==> src/rtl/mac_operand_feeder.sv <==
// mac_operand_feeder: FIFO-buffered operand driver for a sequential MAC; clears, feeds, drains and captures a dot-product batch.
module mac_operand_feeder #(
  parameter int FIFO_DEPTH = 4,
  parameter int CLEAR_CYCLES = 2
) (
  input  logic        drv_clk_i,
  input  logic        drv_reset_i,
  input  logic        start_i,
  input  logic [7:0]  batch_len_i,
  input  logic        push_valid_i,
  input  logic [4:0]  push_multiplicand_i,
  input  logic [4:0]  push_multiplier_i,
  output logic        push_ready_o,
  output logic [4:0]  mac_multiplicand_o,
  output logic [4:0]  mac_multiplier_o,
  output logic        mac_nreset_o,
  input  logic        mac_fetching_i,
  input  logic        mac_updating_i,
  input  logic [15:0] mac_result_i,
  output logic        busy_o,
  output logic        done_o,
  output logic [15:0] result_o,
  output logic [7:0]  issued_count_o
);
  localparam int AW = $clog2(FIFO_DEPTH);
  localparam int CW = (CLEAR_CYCLES > 1) ? $clog2(CLEAR_CYCLES) : 1;
  typedef enum logic [2:0] {IDLE, CLEAR, RUN, DRAIN, CAPTURE, DONE} state_t;
  state_t state;
  logic [4:0] mem_a [FIFO_DEPTH];
  logic [4:0] mem_b [FIFO_DEPTH];
  logic [AW:0] wr_ptr, rd_ptr;
  logic [7:0] len, issued;
  logic [2:0] outstanding, target, out_next;
  logic [CW-1:0] clr_cnt;
  logic upd_q, empty, full, push, present_real, real_fetch, fetch, comp, active;
  always_comb begin
    empty = wr_ptr == rd_ptr;
    full = (wr_ptr[AW] != rd_ptr[AW]) && (wr_ptr[AW-1:0] == rd_ptr[AW-1:0]);
    push = push_valid_i && !full;
    active = (state == RUN) || (state == DRAIN);
    present_real = (state == RUN) && !empty && (issued < len);
    real_fetch = present_real && mac_fetching_i;
    fetch = active && mac_fetching_i;
    comp = active && mac_updating_i && !upd_q && (outstanding != 3'd0);
    out_next = outstanding + 3'(fetch) - 3'(comp);
    mac_multiplicand_o = present_real ? mem_a[rd_ptr[AW-1:0]] : 5'd0;
    mac_multiplier_o = present_real ? mem_b[rd_ptr[AW-1:0]] : 5'd0;
    push_ready_o = !full;
    busy_o = (state == CLEAR) || active || (state == CAPTURE);
    done_o = state == DONE;
    issued_count_o = issued;
  end
  always_ff @(posedge drv_clk_i)
    if (push) begin
      mem_a[wr_ptr[AW-1:0]] <= push_multiplicand_i;
      mem_b[wr_ptr[AW-1:0]] <= push_multiplier_i;
    end
  always_ff @(posedge drv_clk_i) begin
    if (drv_reset_i) begin
      state <= IDLE;
      wr_ptr <= '0;
      rd_ptr <= '0;
      len <= '0;
      issued <= '0;
      outstanding <= '0;
      target <= '0;
      clr_cnt <= '0;
      mac_nreset_o <= 1'b0;
      result_o <= '0;
      upd_q <= 1'b0;
    end else begin
      upd_q <= mac_updating_i;
      if (push) wr_ptr <= wr_ptr + 1'b1;
      if (real_fetch) rd_ptr <= rd_ptr + 1'b1;
      case (state)
        IDLE, DONE: begin
          mac_nreset_o <= 1'b1;
          if (start_i) begin
            len <= batch_len_i;
            issued <= '0;
            outstanding <= '0;
            target <= '0;
            result_o <= '0;
            clr_cnt <= '0;
            mac_nreset_o <= 1'b0;
            state <= CLEAR;
          end
        end
        CLEAR: begin
          outstanding <= '0;
          if (clr_cnt == CW'(CLEAR_CYCLES - 1)) begin
            mac_nreset_o <= 1'b1;
            state <= (len == 8'd0) ? CAPTURE : RUN;
          end else clr_cnt <= clr_cnt + 1'b1;
        end
        RUN: begin
          outstanding <= out_next;
          if (real_fetch) begin
            issued <= issued + 8'd1;
            if (issued + 8'd1 == len) begin
              target <= out_next;
              state <= DRAIN;
            end
          end
        end
        DRAIN: begin
          outstanding <= out_next;
          if (comp) begin
            target <= target - 3'd1;
            if (target == 3'd1) state <= CAPTURE;
          end
        end
        CAPTURE: begin
          result_o <= mac_result_i;
          state <= DONE;
        end
        default: state <= IDLE;
      endcase
    end
  end
endmodule

==> config.mk <==
export PLATFORM = sky130hd
export DESIGN_NAME = mac_operand_feeder
export DESIGN_NICKNAME = d
export VERILOG_FILES = /design/src/rtl/mac_operand_feeder.sv
export SDC_FILE = /design/constraint.sdc
export NUM_CORES = 1
export LEC_CHECK = 0
export ABC_AREA = 1
export CAP_MARGIN = 20
export CORE_UTILIZATION = 55
export CTS_BUF_LIST = sky130_fd_sc_hd__clkbuf_4 sky130_fd_sc_hd__clkbuf_8
export DETAILED_ROUTE_END_ITERATION = 12
export PLACE_DENSITY = 0.83
export SYNTH_ARGS = -nofsm -noshare
export SYNTH_HDL_FRONTEND = slang
export SYNTH_SLANG_ARGS = --single-unit
==> constraint.sdc <==
create_clock -name drv_clk_i -period 3.1 [get_ports drv_clk_i]
set_input_delay 0.62 -clock drv_clk_i [delete_from_list [all_inputs] [get_ports drv_clk_i]]
set_output_delay 0.62 -clock drv_clk_i [all_outputs]
set_load 0.02 [all_outputs]
; ---- Word-level counts from Yosys, hierarchy flattened
; Memory sizes are Yosys's and may differ from the RTL's. A register that Yosys moved wholly into a read port is not among the register bits.
; Index checks and enable logic that the tools add are counted.
[totals]
register_bits = 50
mem_bits_rw = 40
in_bits = 40
output_inout_bits = 38
word_cells = 103
memories = 2
[mem_list]
columns = memory, depth, width, rd, rd_clocked_by_memory_dff, wr, line_no
row1 = mem_a, 4, 5, 1, 1, 1, 29  ; logic [4:0] mem_a [FIFO_DEPTH];
row2 = mem_b, 4, 5, 1, 1, 1, 30  ; logic [4:0] mem_b [FIFO_DEPTH];
[op_classes]
addsub = 7
magnitude_cmp = 1
eq_ne = 16
mux = 33
reduce_logical = 33
[ops]
columns = op, n
row1 = $mux W3, 11
row2 = $pmux W16 S2, 1
row3 = $pmux W3 S3, 2
row4 = $mux W16, 1
row5 = $mux W8, 2
row6 = $pmux W8 S2, 1
row7 = $pmux W3 S5, 1
row8 = $mux W5, 2
row9 = $reduce_and A2 Y1, 5
row10 = $logic_and A1 B1 Y1, 9
row11 = $reduce_bool A3 Y1, 3
row12 = $add A8 B1 Y8 const B, 1
row13 = $eq A8 B8 Y1, 1
row14 = $logic_not A8 Y1, 1
row15 = $lt A8 B8 Y1, 1
row16 = $mux W2, 4
row17 = $ne A2 B2 Y1 const B, 4
row18 = $add A3 B1 Y3 const B, 2
row19 = $eq A3 B1 Y1 const B, 2
row20 = $eq A3 B2 Y1 const B, 2
row21 = $eq A3 B3 Y1 const B, 2
row22 = $mux W1, 6
row23 = $reduce_and A6 Y1, 1
row24 = $reduce_bool A2 Y1, 3
row25 = 15 further kinds, 22

; ---- Depth between registers and ports, before layout
; Gate-level depths: netlist of run 1.
[depth]
ltp_word = 9
ltp_mapped = 15
ltp_nobuf = 15

; ---- Worst setup path after synthesis of run 1
; Ideal clock, no wire load.
[synth_path]
path_type = flip-flop to output port
from = register issued[7] (netlist: issued_count_o[7])
to = output port mac_multiplicand_o[0]
arrival_ns = 1.742
required_ns = 2.480
setup_slack_ns = 0.738
stages_incl_launch_ff = 9
n_path_buf = 0
path_cell_list = dfxtp_1 > ha_1 > nand2_1 > nand2_1 > nor2_2 > nand3_2 > nor2_4 > nand2_1 > a21oi_1
[synth_via]
elab_chain_len = 3
[synth_lines]
columns = element, line_no
row1 = from (decl), 32  ; logic [7:0] len, issued;
row2 = from (signal assigned), 99  ; issued <= issued + 8'd1;
row3 = $lt A8 B8 Y1, 41  ; present_real = (state == RUN) && !empty && (issued < len);
row4 = $logic_and A1 B1 Y1, 41
row5 = $mux W5, 46  ; mac_multiplicand_o = present_real ? mem_a[rd_ptr[AW-1:0]] : 5'd0;
row6 = to (decl), 14  ; output logic [4:0] mac_multiplicand_o,
; Every way passes these cells.

; ---- Final worst setup path of run 1
[layout_path]
from = register len[1]
to = output port mac_multiplier_o[0]
[layout_via]
elab_chain_len = 3
[layout_lines]
columns = element, line_no
row1 = from (decl), 32
row2 = from (signal assigned), 79  ; len <= batch_len_i;
row3 = $lt A8 B8 Y1, 41
row4 = $logic_and A1 B1 Y1, 41
row5 = $mux W5, 47  ; mac_multiplier_o = present_real ? mem_b[rd_ptr[AW-1:0]] : 5'd0;
row6 = to (decl), 15  ; output logic [4:0] mac_multiplier_o,
; Every way passes these cells.

==> results.yml, run 1 <==
critical_path:
  rr_endpoint: "target[2]$_SDFFE_PP0P_"
  arrival_ns: 2.31
  worstPathMaxFanout: 10
  rrSetupSlack_ns: 0.49
  worstSetupPathType: "reg -> out"
  crit_path_end_kind: "output port"
  r2r_start: "state[2]$_SDFFE_PP0P_"
  startpoint_type: "flip-flop"
  startpoint: "len[1]$_SDFFE_PP0P_"
  r2r_cells: 15
  cp.required_ns: 2.48
  endpoint: "mac_multiplier_o[0]"
yosys:
  synth.most_common_cell: "nand2_1"
  synth-edff-count: 40
  ys_seq_area_share_pct: 50.8
  yosys_warnings: 0
  yosys_most_used_dff: "dfxtp_1"
  netlist_top_cells_count: "nand2_1, nor2_1, nand3_1"
  synth.largest_area_cell: "edfxtp_1"
  synth_seq_cells: 92
  async_flop_share_pct: 0
  synth_cell_types: 28
  synthesis.nets: 594
  synth_area_per_cell_sq_um: 8.26
  netlist_instances: 535
  synth_area_leaders: "edfxtp_1, dfxtp_1, nand3_1"
  synth_area_sq_um: 4420
  yosys.area.top_type_share_pct: 27.2
hold_path:
  hp-start: "clr_cnt$_SDFFE_PP0P_"
  hold_path.class: "reg -> reg"
global_routing:
  overflow: 0
  antenna_found_initial: 0
  grtUsageTotal_pct: 24.4
  grt_pass1_wl_um: 16200
  grt_pass1_vias: 3733
  grt_max_degree: 35
routing:
  drtAntennaViolNets: 0
  routed_wl_um: 9760
  drt_drc_violations_left: 0
  via_per_inst: 5.40
  drt_pass1_iterations: 5
  drtIter0Drc: 209
  vias: 3902
  wl_per_cell_um: 13.5
cells_and_area:
  syn2layout_area_growth_pct: 24.6
  antenna_cells: 0
  drive_gt1_share_pct: 7.74
  nNetsFinal: 674
pwr:
  pwr-share-comb_pct: 41.5
  netSwitchingPower_mw: 1.63
  seqPwrFrac_pct: 39.0
  max-vdd-ir-drop_uv: 401
  total_power_mw: 4.00
  p_clk_share_pct: 19.5
  power_density_nw_per_um2: 726
  p_int_mw: 2.37
  swShare_pct: 40.7
  p_leak_nw: 2.20
clock_network:
  clock_path_buffers: 2
  cts.root.buffer_cell: "clkbuf_8"
  hold_buffers: 0
  cts_tree: "built"
  clk_pin_slew_ns: 0.10
  numClockSinks: 92
  clk_latency_ns: 0.36
  cts.htree.levels: 3
  cts_buffers: 9
die:
  ios: 78
  die_area_sq_um: 8400
  core_area_sq_um: 7770
  std_cell_rows: 32
  die_height_um: 91.6
  die_w_um: 91.6
  initial_core_util_pct: 56.9
timing:
  setup_viol: 0
  tightest_slew_ns: 0.694
  fin_skew_ns: 0.00984
  layout_min_cycle_time_ns: 2.93
  slew_headroom_pct: 53.7
  hold_viol: 0
  slew_viol_final: 0
  achievable-frequency_ghz: 0.342
  rsz0062_at_grt: "no"
  setup_tns_ns: 0
  timing.hold.ws_ns: 0.466
  fin_crit_sh_pct: 94.4
placed_design:
  gp_congestion: 0.889
  place_hpwl_um: 6840
  placement.io_buffers: 77
status:
  status: "completed"
run:
  maxCapViolCount: 0
==> power groups by stage <==
stage	logic (mW)	clock network [mW]	registers [mW]
5_1_grt	1.86	0.850	1.58
2_1_floorplan	1.09	0	1.63
3_3_place_gp	1.61	0	1.57
6_report	1.66	0.780	1.56
4_1_cts	1.66	0.795	1.55
3_5_place_dp	1.66	0	1.58
==> repair_timing <==
action,4_1_cts,5_1_grt
endpoints found under the setup margin,10,0
resized for setup,11,0
setup buffers,0,0
==> final cells by class <==
class	count	area [sq um]
Inverter	54	203
Fill cell	610	2260
Clock inverter	7	67.6
Multi-Input combinational cell	367	1880
Clock buffer	9	124
Sequential cell	92	2240
Timing Repair Buffer	91	863
Tap cell	102	128
==> registers in the layout (all words and copies together) (netlist names), 3 cells and up, named ones only <==
signal,flops
issued_count_o,8
len,8
mem_a,20
mem_b,20
outstanding,3
rd_ptr,3
result_o,16
state,3
target,3
wr_ptr,3
==> critical path, cell delays in order, from the launching register on <==
cell and delay, ns:
dfxtp_1 0.31, inv_1 0.13, ha_1 0.26, inv_1 0.06, nor2_1 0.04, o21bai_1 0.13, nand2_1 0.09, nand2_1 0.18
nand2_2 0.21, a21oi_1 0.19, dlygate4sd2_1 0.35
==> cells in the final DEF (no fill, tap or decap), types with 3 or more instances in the layout <==
master and count:
a21oi_1 64, buf_4 14, nor2_1 73, nand2_2 5, clkdlybuf4s50_1 67, nand3_1 66, inv_8 3, nand2_1 73
nor2_2 5, ha_1 18, nand4_1 3, clkbuf_8 9, edfxtp_1 40, inv_1 51, o21ai_0 43, dfxtp_1 52
dlygate4sd2_1 10, nor2_4 3
==> kinds of logic after synthesis <==
kind of cell	count (synthesis)	synth area share (%)
AND/OR/NAND/NOR	232	23.3
XOR/XNOR	3	0.595
flip-flops	92	50.8
AO/OA/AOI/OAI	113	13.0
buffers and inverters	76	6.80
adder cells (fa/ha/maj)	19	5.55
==> per-stage QoR <==
step | worst slack, ns | area [sq um] | util, % | std cells
CTS | 0.172 | 5510 | 70.9 | 722
global route | 0.0259 | 5510 | 70.9 | 722
floorplan | 0.738 | 4420 | - | 535
finish | 0.175 | 5510 | 70.9 | 722
global placement | 0.214 | 5320 | 68.5 | 706
detailed placement | 0.130 | 5320 | 68.5 | 706
==> metal layers <==
| layer | GRT usage (%) | part of all wire, % | vias up |
|---|---|---|---|
| met3 | 7.21 | 6.8 | 14 |
| met5 | 0 | 0 | - |
| met1 | 27.9 | 42 | 1807 |
| li1 | - | - | 1951 |
| met4 | 9.92 | 1.5 | 0 |
| met2 | 42.5 | 50 | 130 |
==> worst min-delay path by stage <==
stage,cells after the start,to
global route,2,clr_cnt$_SDFFE_PP0P_
finish,2,clr_cnt$_SDFFE_PP0P_
floorplan,2,clr_cnt$_SDFFE_PP0P_
detailed placement,2,clr_cnt$_SDFFE_PP0P_
CTS,2,clr_cnt$_SDFFE_PP0P_
global placement,2,clr_cnt$_SDFFE_PP0P_
(Power assumes the default switching activity.)
==> run 2, diff against run 1 <==
CORE_UTILIZATION = 25   (was 55)
PLACE_DENSITY = 0.44   (was 0.83)
==> run 2 against run 1 <==
Effect of this change: register-to-register slack lost 0.03 ns; utilization shrank 38 points; non-clock buffer count up 5; routed wire length is 16% higher; critical path depth is 1 higher; first-iteration DRC count fell by 19%; fmax increased by 1.2%; sequential power is essentially flat; critical path type unchanged; largest power group unchanged.
==> results.yml, run 2 (same netlist as run 1, synthesis figures left out) <==
status:
  status: "completed"
placed_design:
  placement.io_buffers: 77
  place_ws_ns: 0.0316
  place_area_sq_um: 5520
  gp_congestion: 0.750
  place_hpwl_um: 7900
die:
  die_area_sq_um: 18200
  die_height_um: 135
  core_area_sq_um: 17300
  std_cell_rows: 48
  initial_core_util_pct: 25.5
  ios: 78
  die_w_um: 135
cells_and_area:
  syn2layout_area_growth_pct: 28.7
  final_common_cell: "nand2_1"
  final_cell_mix: "nand2_1, nor2_1, clkdlybuf4s50_1, nand3_1, a21oi_1"
  final_core_util_pct: 32.9
  nNetsFinal: 679
  multi_input_comb_area_sq_um: 1880
  drive_gt1_share_pct: 8.80
  antenna_cells: 0
  n_fill_cell: 1823
  seq_area_sq_um: 2240
  finish.instance_area_sq_um: 5690
global_routing:
  overflow: 0
  grt_pass1_vias: 3745
  grtUsageTotal_pct: 13.0
  antenna_found_initial: 0
  grt_pass1_wl_um: 18500
  grt_max_degree: 35
routing:
  dr_wl_met2_um: 5270
  vias: 3804
  drt_pass1_iterations: 4
  drt_drc_violations_left: 0
  drt-met1-wl_um: 5220
  met3WireLength_um: 730
  via_per_inst: 4.48
  top_layer: "met4"
  drtAntennaViolNets: 0
  routed_wl_um: 11300
  wl_per_cell_um: 13.3
  drtIter0Drc: 169
critical_path:
  worstPathCellList: "inv_1 -> ha_1 -> nand2_1 -> nand2_1 -> nor2_2 -> nand3_2 -> nor2_4 -> nand2_1 -> buf_4 -> a21oi_1 -> clkdlybuf4s15_1"
  cpMostUsedCell: "nand2_1"
  path_delay_family: "buffers and inverters"
  r2r_cells: 15
  cp_num_buf_inv: 3
  arrival_ns: 2.27
  critPathSlowestCell: "dfxtp_1"
  crit_path_end_kind: "output port"
  slowest_delay_ns: 0.34
  cp.required_ns: 2.48
  worstPathMaxFanout: 10
  worstSetupPathType: "reg -> out"
  startpoint_type: "flip-flop"
  cp.depth: 11
hold_path:
  hold_path.class: "reg -> reg"
  hold_depth: 2
pwr:
  swShare_pct: 41.2
  seqPwrFrac_pct: 38.1
  netSwitchingPower_mw: 1.67
  p_int_mw: 2.38
  power_density_nw_per_um2: 713
  pwr-share-comb_pct: 42.2
  p_leak_nw: 2.19
  p_clk_share_pct: 19.7
  max-vdd-ir-drop_uv: 295
clock_network:
  cts.root.buffer_cell: "clkbuf_8"
  cts_tree: "built"
  clk_pin_slew_ns: 0.10
  numClockSinks: 92
  clk_latency_ns: 0.38
  clock_path_buffers: 2
  cts_buffers: 9
  cts.htree.levels: 3
timing:
  slew_headroom_pct: 47.8
  layout_min_cycle_time_ns: 2.89
  rsz0062_at_grt: "no"
  setup_tns_ns: 0
  achievable-frequency_ghz: 0.346
  layout_setup_ws_ns: 0.210
  slew_viol_final: 0
  hold_viol: 0
  setup_viol: 0
  tightest_slew_ns: 0.782
  fin_skew_ns: 0.0118
  fin_crit_sh_pct: 93.2
run:
  maxCapViolCount: 0
==> run 2: cell count changes in the layout (fill, tap and decap cells not counted) <==
cell,before,now
inv_6,1,3
nand2_1,73,74
buf_4,14,19
clkdlybuf4s15_1,0,6
inv_8,3,2
dlygate4sd2_1,10,1
nand2_2,5,4
clkbuf_2,0,3
clkinv_4,2,1
==> run 2: power by group through the flow <==
stage / sequential (mW) / clock, mW / combinational [mW]
finish: 1.55 / 0.799 / 1.71
global route: 1.57 / 0.886 / 1.94
CTS: 1.55 / 0.849 / 1.73
detailed placement: 1.57 / 0 / 1.74
global placement: 1.57 / 0 / 1.72
floorplan: 1.63 / 0 / 1.09
==> run 2: final cells by class <==
class	instances	share of cell area [%]
multi-input cells	367	33.0
clock buffers	9	2.18
clock inverters	7	1.14
flip-flops and latches	92	39.4
inverters	54	3.56
well taps	225	4.95
repair buffers	96	15.8
==> run 2: worst register-to-register path: cells and delay by family, from the launching register on <==
kind	cells	cell delay (ns)
AO/OA/AOI/OAI	2	0.21
XOR/XNOR	1	0.23
buffers and inverters	5	0.54
AND/OR/NAND/NOR	4	0.40
flip-flops	1	0.35
adder cells (fa/ha/maj)	3	0.82
==> run 2: what timing repair did <==
action                     4_1_cts  5_1_grt
hold buffers                     0        0
setup endpoints to repair       10        9
resized for setup               10       12
setup buffers                    0        0
==> run 2: final timing paths <==
kind / start / endpoint / slack, ns
worst min-delay path: clr_cnt$_SDFFE_PP0P_ / clr_cnt$_SDFFE_PP0P_ / 0.47
worst max register to register: state[2]$_SDFFE_PP0P_ / target[2]$_SDFFE_PP0P_ / 0.46
worst min register to register: clr_cnt$_SDFFE_PP0P_ / clr_cnt$_SDFFE_PP0P_ / 0.47
worst max-delay path: len[7]$_SDFFE_PP0P_ / mac_multiplicand_o[0] / 0.21
==> run 2: metal layers <==
metal / vias up / global-route usage [%]
met2: 81 / 22.0
met1: 1754 / 15.5
met3: 12 / 4.58
met5: - / 0
met4: 0 / 3.68
li1: 1957 / -
==> run 2: through the flow <==
step                hold WS, ns  std cells  total power [mW]
finish                    0.471        850              4.06
floorplan                 0.435        535              2.73
global placement          0.447        834              3.29
global route              0.505        850              4.39
CTS                       0.477        850              4.13
detailed placement        0.462        834              3.31
==> run 3, diff against run 2 <==
SLEW_MARGIN = 20   (was unset)
==> results of run 3 <==
No change in the layout: final DEF, timing and power equal those of run 2.
